--- src/rtl/pipeline_hazard_ctrl.sv ---
// Stall/flush sequencer for the 5-stage LEGv8 pipeline: load-use bubbles, branch squash, dmem freeze with timeout trap.
// Define HAZARD_PERF_CNT_EN to build the stall_cycles / flush_count performance counters.
module pipeline_hazard_ctrl #(
  parameter int MEM_TIMEOUT = 255,
  parameter int TO_W        = 8
) (
  input  logic        clock,
  input  logic        reset,
  input  logic [31:0] if_id_instr,
  input  logic        id_ex_memread,
  input  logic [4:0]  id_ex_write_reg,
  input  logic        ex_mem_branch_taken,
  input  logic        dmem_req,
  input  logic        dmem_ready,
  output logic        pc_write,
  output logic        if_id_write,
  output logic        if_id_flush,
  output logic        id_ex_bubble,
  output logic        id_ex_flush,
  output logic        ex_mem_flush,
  output logic        pipe_hold,
  output logic        mem_error,
  output logic [1:0]  state,
  output logic [31:0] stall_cycles,
  output logic [31:0] flush_count
);

  typedef enum logic [1:0] {
    RUN      = 2'd0,
    MEM_WAIT = 2'd1,
    FLUSH    = 2'd2,
    ERROR    = 2'd3
  } state_e;

  localparam logic [TO_W-1:0] TIMEOUT_LAST = TO_W'(MEM_TIMEOUT - 1);

  state_e          state_q, state_d;
  logic [TO_W-1:0] waitCnt_q, waitCnt_d;
  logic            memError_q, memError_d;

  logic [10:0] opcode;
  logic [4:0]  rn, rm, rt;
  logic        useRm, useRt, loadUse, memStall;
  logic        unusedInstrBits;

  assign opcode = if_id_instr[31:21];
  assign rm     = if_id_instr[20:16];
  assign rn     = if_id_instr[9:5];
  assign rt     = if_id_instr[4:0];
  assign unusedInstrBits = ^if_id_instr[15:10];

  assign useRm = (opcode == 11'b10001011000) || (opcode == 11'b11001011000) ||
                 (opcode == 11'b10001010000) || (opcode == 11'b10101010000);
  assign useRt = (opcode == 11'b11111000000) || (if_id_instr[31:24] == 8'b10110100);

  // X31 is the zero register, so a load targeting it can never feed a consumer.
  assign loadUse = id_ex_memread && (id_ex_write_reg != 5'd31) &&
                   ((id_ex_write_reg == rn) ||
                    (useRm && (id_ex_write_reg == rm)) ||
                    (useRt && (id_ex_write_reg == rt)));

  assign memStall = dmem_req && !dmem_ready;

  always_comb begin
    pc_write     = 1'b0;
    if_id_write  = 1'b0;
    if_id_flush  = 1'b0;
    id_ex_bubble = 1'b0;
    id_ex_flush  = 1'b0;
    ex_mem_flush = 1'b0;
    pipe_hold    = 1'b0;
    if (reset) begin
      pipe_hold = 1'b1;
    end else if (state_q == ERROR || memStall) begin
      pipe_hold = 1'b1;
    end else if (ex_mem_branch_taken) begin
      pc_write     = 1'b1;
      if_id_flush  = 1'b1;
      id_ex_flush  = 1'b1;
      ex_mem_flush = 1'b1;
    end else if (loadUse) begin
      id_ex_bubble = 1'b1;
    end else begin
      pc_write    = 1'b1;
      if_id_write = 1'b1;
    end
  end

  always_comb begin
    state_d    = state_q;
    waitCnt_d  = waitCnt_q;
    memError_d = memError_q;
    unique case (state_q)
      RUN, FLUSH: begin
        if (memStall) begin
          waitCnt_d = TO_W'(1);
          if (MEM_TIMEOUT <= 1) begin
            state_d    = ERROR;
            memError_d = 1'b1;
          end else begin
            state_d = MEM_WAIT;
          end
        end else if (state_q == RUN && ex_mem_branch_taken) begin
          state_d = FLUSH;
        end else begin
          state_d = RUN;
        end
      end
      MEM_WAIT: begin
        if (memStall) begin
          waitCnt_d = waitCnt_q + TO_W'(1);
          if (waitCnt_q >= TIMEOUT_LAST) begin
            state_d    = ERROR;
            memError_d = 1'b1;
          end
        end else begin
          state_d   = RUN;
          waitCnt_d = '0;
        end
      end
      default: state_d = ERROR;
    endcase
  end

  // Falling edge matches the edge on which the pipeline registers latch.
  always_ff @(negedge clock or posedge reset) begin
    if (reset) begin
      state_q    <= RUN;
      waitCnt_q  <= '0;
      memError_q <= 1'b0;
    end else begin
      state_q    <= state_d;
      waitCnt_q  <= waitCnt_d;
      memError_q <= memError_d;
    end
  end

  assign state     = state_q;
  assign mem_error = memError_q;

`ifdef HAZARD_PERF_CNT_EN
  logic [31:0] stallCnt_q, flushCnt_q;

  // Both counters saturate rather than wrap so long runs stay meaningful.
  always_ff @(negedge clock or posedge reset) begin
    if (reset) begin
      stallCnt_q <= '0;
      flushCnt_q <= '0;
    end else begin
      if (!pc_write && stallCnt_q != 32'hFFFF_FFFF) stallCnt_q <= stallCnt_q + 32'd1;
      if (ex_mem_flush && flushCnt_q != 32'hFFFF_FFFF) flushCnt_q <= flushCnt_q + 32'd1;
    end
  end

  assign stall_cycles = stallCnt_q;
  assign flush_count  = flushCnt_q;
`else
  assign stall_cycles = 32'd0;
  assign flush_count  = 32'd0;
`endif

endmodule
--- config.mk ---
export PLATFORM = sky130hd
export DESIGN_NAME = pipeline_hazard_ctrl
export DESIGN_NICKNAME = d
export VERILOG_FILES = /design/src/rtl/pipeline_hazard_ctrl.sv
export SDC_FILE = /design/constraint.sdc
export NUM_CORES = 1
export LEC_CHECK = 0
export ABC_AREA = 1
export BUFFER_PORTS_ARGS = -buffer_cell sky130_fd_sc_hd__clkbuf_2
export CORE_MARGIN = 5
export CORE_UTILIZATION = 36
export CTS_BUF_LIST = sky130_fd_sc_hd__clkbuf_16
export CTS_CLUSTER_SIZE = 20
export DETAILED_ROUTE_END_ITERATION = 10
export PLACE_DENSITY_LB_ADDON = 0.25
export SLEW_MARGIN = 40
export SYNTH_ARGS = -nofsm -noshare
export SYNTH_HDL_FRONTEND = slang
export SYNTH_SLANG_ARGS = --single-unit
export TNS_END_PERCENT = 30
--- constraint.sdc ---
create_clock -name clock -period 1.2 [get_ports clock]
set_clock_uncertainty 0.15 [all_clocks]
set_input_delay 0.18 -clock clock [delete_from_list [all_inputs] [get_ports clock]]
set_output_delay 0.18 -clock clock [all_outputs]
set_load 0.02 [all_outputs]
==> results.toml, run 1 <==
[detailed_routing]
routed_via_density = 3.88
antenna_left = 0
drt_iter0_markers = 42
wl_um = 3340
vias = 1388
wl_per_cell_um = 9.32
drc = 0
firstDrtPassIters = 4

[logic_synthesis]
synth_edf_count = 0
synth_top_family_by_area = "buffers and inverters"
synth_compound_area_share_pct = 6.93
synth.cell_area_sq_mm = 0.00150
synth_largest_area_cell = "buf_4"
synth-seq-cells = 11
synth_warnings = 0
ys_async_sr_fraction_pct = 100
synthMuxAreaShare_pct = 0
synth_seq_area_share_pct = 18.4
synth_cells = 235
synthXorXnorAreaFrac_pct = 4.09
synth_area_leaders = "buf_4 (33%), dfrtn_1 (18%), nand2_1 (14%)"
synth_adder_area_share_pct = 1.67
synthSimpleGateAreaFrac_pct = 26.9
synthFlopType = "dfrtn_1"
synth_top_cell_area_share_pct = 33.1
avgSynthCellArea_sq_um = 6.38
ys_types = 26

[worst_setup_path]
startpoint = "state[0]$_DFFE_NP0P_"
setup.worst_path.class = "reg -> out"
slowest_stage = "dfrtn_1"
end_kind = "primary output"
startpoint_type = "flop"
crit_path_cell_trace = "nand2_2 > nand2_4 > nor2_4 > inv_2 > nor2_4 > inv_2 > nand2_2 > buf_8"
r2r_start = "state[0]$_DFFE_NP0P_"
cp_slowest_stage_delay_ns = 0.36
cp_max_fo = 4
crit_arrival_ns = 1.91
cp_data_required_time_ns = 0.87

[layout]
fin_area_sq_mm = 0.00196
nets = 354
final_core_util_pct = 48.6
layout_common_cells = "conb_1 (64), nand2_1 (50), clkbuf_2 (36), inv_1 (28), buf_4 (21)"
drive_gt1_share_pct = 31.8
antenna_cells = 0
final_common_cell = "conb_1"
synthToLayoutAreaGrowth_pct = 30.6

[cts]
clock_latency_ns = 0.28
root_buffer = "clkbuf_16"
postCtsHoldBufs = 0
path_clk_slew_ns = 0.04
cts_tree = "done"
clock-sinks = 11
clockBufferDepth = 2
cts_made_buffers = 3
htreeDepth = 1

[global_route]
grt_usage_pct = 11.1
grt_overflow = 0
grt_antenna_before_repair = 0
grt_pass1_vias = 1152
grt_first_pass_wirelength_um = 4750
grt_max_degree = 12

[pwr]
pwr_density_cell_mw_per_mm2 = 966
leakage_nw = 1.19
power.total_mw = 1.89
ir_worst_vdd_mv = 0.762

[sta]
finalHoldViolations = 0
rsz0062_at_grt = "yes"
fin_ws_ns = -1.04
holdWs_ns = 0.261
maxSlewViolCount = 0
setup_violations = 20

[floorplan]
pin_count = 117
rows = 23
fp.dieArea_sq_mm = 0.00555
fp.dieW_um = 74.5
chipHeight_um = 74.5
coreArea_sq_mm = 0.00403
initial_core_util_pct = 37.2

[run]
drv_cap = 0

[placed_design]
gp_congestion = 0.779
dp_hpwl_um = 2780
portBuffers = 46
placed_cell_area_sq_mm = 0.00173

[status]
status = "finished, violations left"
violations = "setup timing"

[min_path]
worstHoldPathType = "in -> async"
[sequential cells by signal (all words and copies together) (netlist names)]
name	flops
waitCnt_q	8
state	2
mem_error	1
[layer usage]
metal / share of wire, % / global-route usage [%] / up-vias
met2: 50 / 19.9 / 65
li1: - / - / 732
met1: 37 / 12.8 / 586
met5: 0 / 0 / -
met3: 12 / 1.76 / 5
met4: 1.8 / 5.34 / 0
[cell usage after synthesis (2+ instances only)]
cell and number:
a21oi_1 7, buf_4 66, dfrtn_1 11, ha_1 2, inv_1 34, nand2_1 55, nand3_1 9, nand4_1 3
nor2_1 18, nor2_2 3, nor3_1 2, o21ai_0 6, xnor2_1 5, xor2_1 2
[critical path: cells and delay by family (launching register included)]
| kind | cells | cell delay [ns] |
|---|---|---|
| flops | 1 | 0.36 |
| buf+inv | 3 | 0.21 |
| simple gates | 5 | 0.45 |
[path summary, 6_finish.rpt]
path	cells after the start	to	slack, ns
worst max-delay path	8	pc_write	-1.04
worst min-delay path	3	state[1]$_DFFE_NP0P_	0.26
worst max register to register	10	waitCnt_q[1]$_DFFE_NP0P_	-0.36
worst min register to register	2	mem_error$_DFFE_NP0P_	0.29
max in group asynchronous	3	waitCnt_q[4]$_DFFE_NP0P_	0.50
min in group clock	2	mem_error$_DFFE_NP0P_	0.29
[cell families after synthesis]
| family | count (synthesis) |
|---|---|
| flip-flops | 11 |
| buffers and inverters | 101 |
| other | 1 |
| XOR/XNOR | 7 |
| AND/OR/NAND/NOR | 95 |
| adder cells (fa/ha/maj) | 2 |
| AO/OA/AOI/OAI | 18 |
[repair_timing]
action	CTS	global route
pin swaps	4	2
setup endpoints to repair	21	21
buffers inserted	3	2
gates resized for setup	28	11
[power breakdown]
part | internal (mW) | leakage (nW) | switching, mW | total [mW]
registers | 0.414 | 0.143 | 0.0286 | 0.443
clock network | 0.439 | 0.0423 | 0.181 | 0.620
logic | 0.335 | 1.01 | 0.492 | 0.827
[stage by stage]
stage	setup TNS [ns]	instances	setup WS, ns
2_1_floorplan	-10.49	298	-0.954
6_report	-12.29	358	-1.04
3_5_place_dp	-12.98	349	-0.834
5_1_grt	-13.90	358	-1.13
4_1_cts	-11.57	356	-1.05
3_3_place_gp	-12.58	349	-0.808
[cell type report]
cell class / count / area, sq um
fill: 422 / 2070
multi-input combinational: 186 / 895
timing repair buffer: 72 / 515
sequential: 11 / 275
inverter: 35 / 131
clock buffer: 3 / 75.1
tap: 50 / 62.6
clock inverter: 1 / 3.75
(Power assumes the default switching activity.)
==> run 2, diff against run 1 <==
- CELL_PAD_IN_SITES_DETAIL_PLACEMENT: unset -> 1
- CELL_PAD_IN_SITES_GLOBAL_PLACEMENT: unset -> 1
- CORE_UTILIZATION: 36 -> 23
- PLACE_DENSITY_LB_ADDON: 0.25 -> 0.08
==> results.toml, run 2 (synthesized netlist as in run 1, its figures left out) <==
[layout]
final_common_cell = "conb_1"
nets = 354
largest_register = "waitCnt_q"
largest_reg_flops = 8
multi_input_area_sq_um = 916
layout_common_cells = "conb_1 (64), nand2_1 (49), clkbuf_2 (36), inv_1 (29), buf_4 (25)"
seqCellArea_sq_um = 275
drive_gt1_share_pct = 32.1
antenna_cells = 0
nFillCells = 837
synthToLayoutAreaGrowth_pct = 33.0

[global_route]
grt_antenna_before_repair = 0
grt_first_pass_wirelength_um = 6450
met2_usage_pct = 16.5
grt_busiest_layer = "met2"
grt_overflow = 0
grt_pass1_vias = 1382
grt_max_degree = 12
grt_usage_pct = 9.36
gr-usage-met1_pct = 11.2
gr-usage-met3_pct = 2.25

[cts]
root_buffer = "clkbuf_16"
clockBufferDepth = 2
path_clk_slew_ns = 0.04
clock-sinks = 11
clock_latency_ns = 0.27
cts_made_buffers = 3
htreeDepth = 1
cts_tree = "done"

[pwr]
power.total_mw = 1.86
leakage_nw = 1.19
pwr_density_cell_mw_per_mm2 = 934
ir_worst_vdd_mv = 0.651

[floorplan]
chipHeight_um = 90.7
pin_count = 117
fp.dieArea_sq_mm = 0.00823
rows = 29
initial_core_util_pct = 23.6
fp.dieW_um = 90.7
coreArea_sq_mm = 0.00635

[placed_design]
gp_congestion = 0.695
dp_hpwl_um = 3600
portBuffers = 46

[worst_setup_path]
crit_arrival_ns = 1.89
startpoint_type = "flop"
cp_max_fo = 4
setup.worst_path.class = "reg -> out"
end_kind = "primary output"
cp_data_required_time_ns = 0.87

[status]
status = "finished, violations left"
violations = "setup timing"

[sta]
maxSlewViolCount = 0
finalHoldViolations = 0
rsz0062_at_grt = "yes"
setup_violations = 21
holdWs_ns = 0.261
fin_ws_ns = -1.02

[min_path]
worstHoldPathType = "in -> async"

[detailed_routing]
vias = 1411
wl_per_cell_um = 10.5
drt_iter0_markers = 16
firstDrtPassIters = 4
routed_via_density = 3.66
wl_um = 4040
drc = 0
antenna_left = 0

[run]
drv_cap = 0
## run 2: critical path: stages (launching register included)
cell,delay [ns]
dfrtn_1,0.35
nand2_2,0.10
nand2_4,0.06
nor2_4,0.11
inv_2,0.06
nor2_4,0.13
inv_2,0.04
nand2_2,0.06
buf_8,0.10
## run 2: power by group
| group | internal, mW | switching [mW] |
|---|---|---|
| logic | 0.306 | 0.497 |
| clock network | 0.439 | 0.178 |
| registers | 0.414 | 0.0282 |
| total | 1.16 | 0.703 |
## run 2: metrics by stage
| stage | setup WS, ns | util (%) | TNS [ns] | instances | cell area [sq um] |
|---|---|---|---|---|---|
| 5_1_grt | -1.10 | 31.4 | -12.76 | 385 | 1990 |
| 6_report | -1.02 | 31.4 | -11.49 | 385 | 1990 |
| 3_3_place_gp | -0.821 | 28.2 | -13.87 | 379 | 1790 |
| 2_1_floorplan | -0.954 | - | -10.49 | 298 | 1760 |
| 3_5_place_dp | -0.840 | 28.2 | -13.98 | 379 | 1790 |
| 4_1_cts | -1.06 | 30.8 | -11.65 | 384 | 1960 |
## run 2: layer usage
metal,share of wire [%],vias to the layer above
met5,0,-
met4,0.89,0
met3,8.1,4
met2,49,63
met1,42,606
li1,-,738
## run 2: path summary, 6_finish.rpt
path	from	endpoint	slack, ns	cells after the start
setup / recovery	state[0]$_DFFE_NP0P_	pc_write	-1.02	8
hold / removal	reset	state[0]$_DFFE_NP0P_	0.26	3
setup reg to reg	state[1]$_DFFE_NP0P_	waitCnt_q[6]$_DFFE_NP0P_	-0.28	7
hold reg to reg	mem_error$_DFFE_NP0P_	mem_error$_DFFE_NP0P_	0.28	2
max in group asynchronous	reset	waitCnt_q[6]$_DFFE_NP0P_	0.49	3
min in group clock	mem_error$_DFFE_NP0P_	mem_error$_DFFE_NP0P_	0.28	2
## run 2: final cells by class
class | count | area share, %
well taps | 77 | 4.83
multi-input cells | 186 | 46.0
inverters | 35 | 6.72
flip-flops and latches | 11 | 13.8
repair buffers | 72 | 24.7
clock inverters | 1 | 0.188
clock buffers | 3 | 3.77
## run 2: timing repair
item / in CTS / in global routing
pin swaps: 6 / 4
hold buffers: 0 / 0
endpoints found under the setup margin: 21 / 21
setup buffers: 1 / 1
gates resized for setup: 30 / 6
gates cloned: 0 / 0
==> run 3, diff against run 2 <==
- SKIP_LAST_GASP: unset -> 1
==> results.toml, run 3 (synthesized netlist as in run 1, its figures left out) <==
[status]
status = "finished, violations left"
violations = "setup timing"

[layout]
nFillCells = 846
seqCellArea_sq_um = 275
fin_area_sq_mm = 0.00192
layout_common_cells = "conb_1 (64), nand2_1 (51), clkbuf_2 (40), inv_1 (33), buf_4 (26)"
nets = 354
multi_input_area_sq_um = 880
synthToLayoutAreaGrowth_pct = 28.2
largest_register = "waitCnt_q"
drive_gt1_share_pct = 29.5
final_common_cell = "conb_1"
largest_reg_flops = 8
antenna_cells = 0
fin_cells = 385

[worst_setup_path]
cp_data_required_time_ns = 0.87
crit_path_cell_trace = "nand2_2 > nand2_4 > nor2_4 > inv_2 > nor2_4 > inv_2 > nand2_2 > buf_8"
cp_slowest_stage_delay_ns = 0.35
end_kind = "primary output"
startpoint_type = "flop"
slowest_stage = "dfrtn_1"
crit_arrival_ns = 1.89
cp_max_fo = 4
r2r_slack_ns = -0.26
setup.worst_path.class = "reg -> out"
r2r-end = "waitCnt_q[7]$_DFFE_NP0P_"
r2r_cells = 7
r2r_start = "state[1]$_DFFE_NP0P_"

[cts]
root_buffer = "clkbuf_16"
clockBufferDepth = 2
path_clk_slew_ns = 0.04
cts_tree = "done"
clock_latency_ns = 0.27
clock-sinks = 11
htreeDepth = 1
cts_made_buffers = 3

[placed_design]
dp_hpwl_um = 3600
dpl.cell_count = 379
gp_congestion = 0.695
placed_cell_area_sq_mm = 0.00179
portBuffers = 46

[global_route]
grt_usage_pct = 9.22
grt_overflow = 0
grt_max_degree = 12
grt_first_pass_wirelength_um = 6370
grt_antenna_before_repair = 0
grt_pass1_vias = 1366

[sta]
setup_tns_ns = -12.94
finalHoldViolations = 0
rsz0062_at_grt = "yes"
maxSlewViolCount = 0
setup_violations = 21
holdWs_ns = 0.261
fin_ws_ns = -1.02

[detailed_routing]
routed_via_density = 3.65
antenna_left = 0
firstDrtPassIters = 4
drc = 0
wl_per_cell_um = 10.5
drt_iter0_markers = 13
wl_um = 4030
vias = 1407

[floorplan]
fp.dieW_um = 90.7
fp.dieArea_sq_mm = 0.00823
pin_count = 117
coreArea_sq_mm = 0.00635
rows = 29
initial_core_util_pct = 23.6
chipHeight_um = 90.7

[min_path]
worstHoldPathType = "in -> async"

[run]
drv_cap = 0

[pwr]
pwr_density_cell_mw_per_mm2 = 941
power.total_mw = 1.81
leakage_nw = 1.18
ir_worst_vdd_mv = 0.582
==> run 3: cell counts in the layout (fill, tap and decap cells not counted) <==
No cell type changed its count.
==> run 3: per-stage QoR <==
stage	setup WS (ns)	util, %
finish	-1.02	30.3
global route	-1.09	30.3
CTS	-1.06	30.0
detailed placement	-0.840	28.2
global placement	-0.821	28.2
floorplan	-0.954	-
==> run 3: critical path: cells and delay by family (launching register included) <==
| family | cells | cell delay (ns) |
|---|---|---|
| DFF | 1 | 0.35 |
| and+or+nand+nor | 5 | 0.45 |
| buffers and inverters | 3 | 0.20 |
==> run 3: worst max-delay path by stage <==
| stage | to | slack (ns) | startpoint | depth (start not counted) |
|---|---|---|---|---|
| finish | pc_write | -1.02 | state[1]$_DFFE_NP0P_ | 8 |
| global route | pc_write | -1.09 | state[1]$_DFFE_NP0P_ | 8 |
| CTS | pc_write | -1.06 | state[1]$_DFFE_NP0P_ | 8 |
| detailed placement | if_id_write | -0.84 | state[0]$_DFFE_NP0P_ | 6 |
| global placement | if_id_write | -0.82 | state[0]$_DFFE_NP0P_ | 6 |
| floorplan | pc_write | -0.95 | state[0]$_DFFE_NP0P_ | 7 |
==> run 3: final cells by class <==
class	instances	area share, %
inverters	35	6.84
multi-input cells	186	45.8
clock buffers	3	3.91
well taps	77	5.01
repair buffers	72	24.0
flip-flops and latches	11	14.3
clock inverters	1	0.195
==> run 3: routing by layer <==
metal	track usage, %	share of wire, %
met1	11.2	42
met2	16.1	49
met3	2.08	7.9
met4	2.61	0.99
met5	0	0
==> run 3: timing repair <==
item	CTS	global route
hold buffers	0	0
gates resized for setup	10	5
buffers inserted	1	1
pin swaps	4	4
endpoints found under the setup margin	21	21
==> run 3: where the power goes <==
group          total (mW)  internal [mW]  switching [mW]
clock network       0.619          0.439           0.180
logic               0.748          0.274           0.474
registers           0.443          0.414          0.0283
total                1.81           1.13           0.682
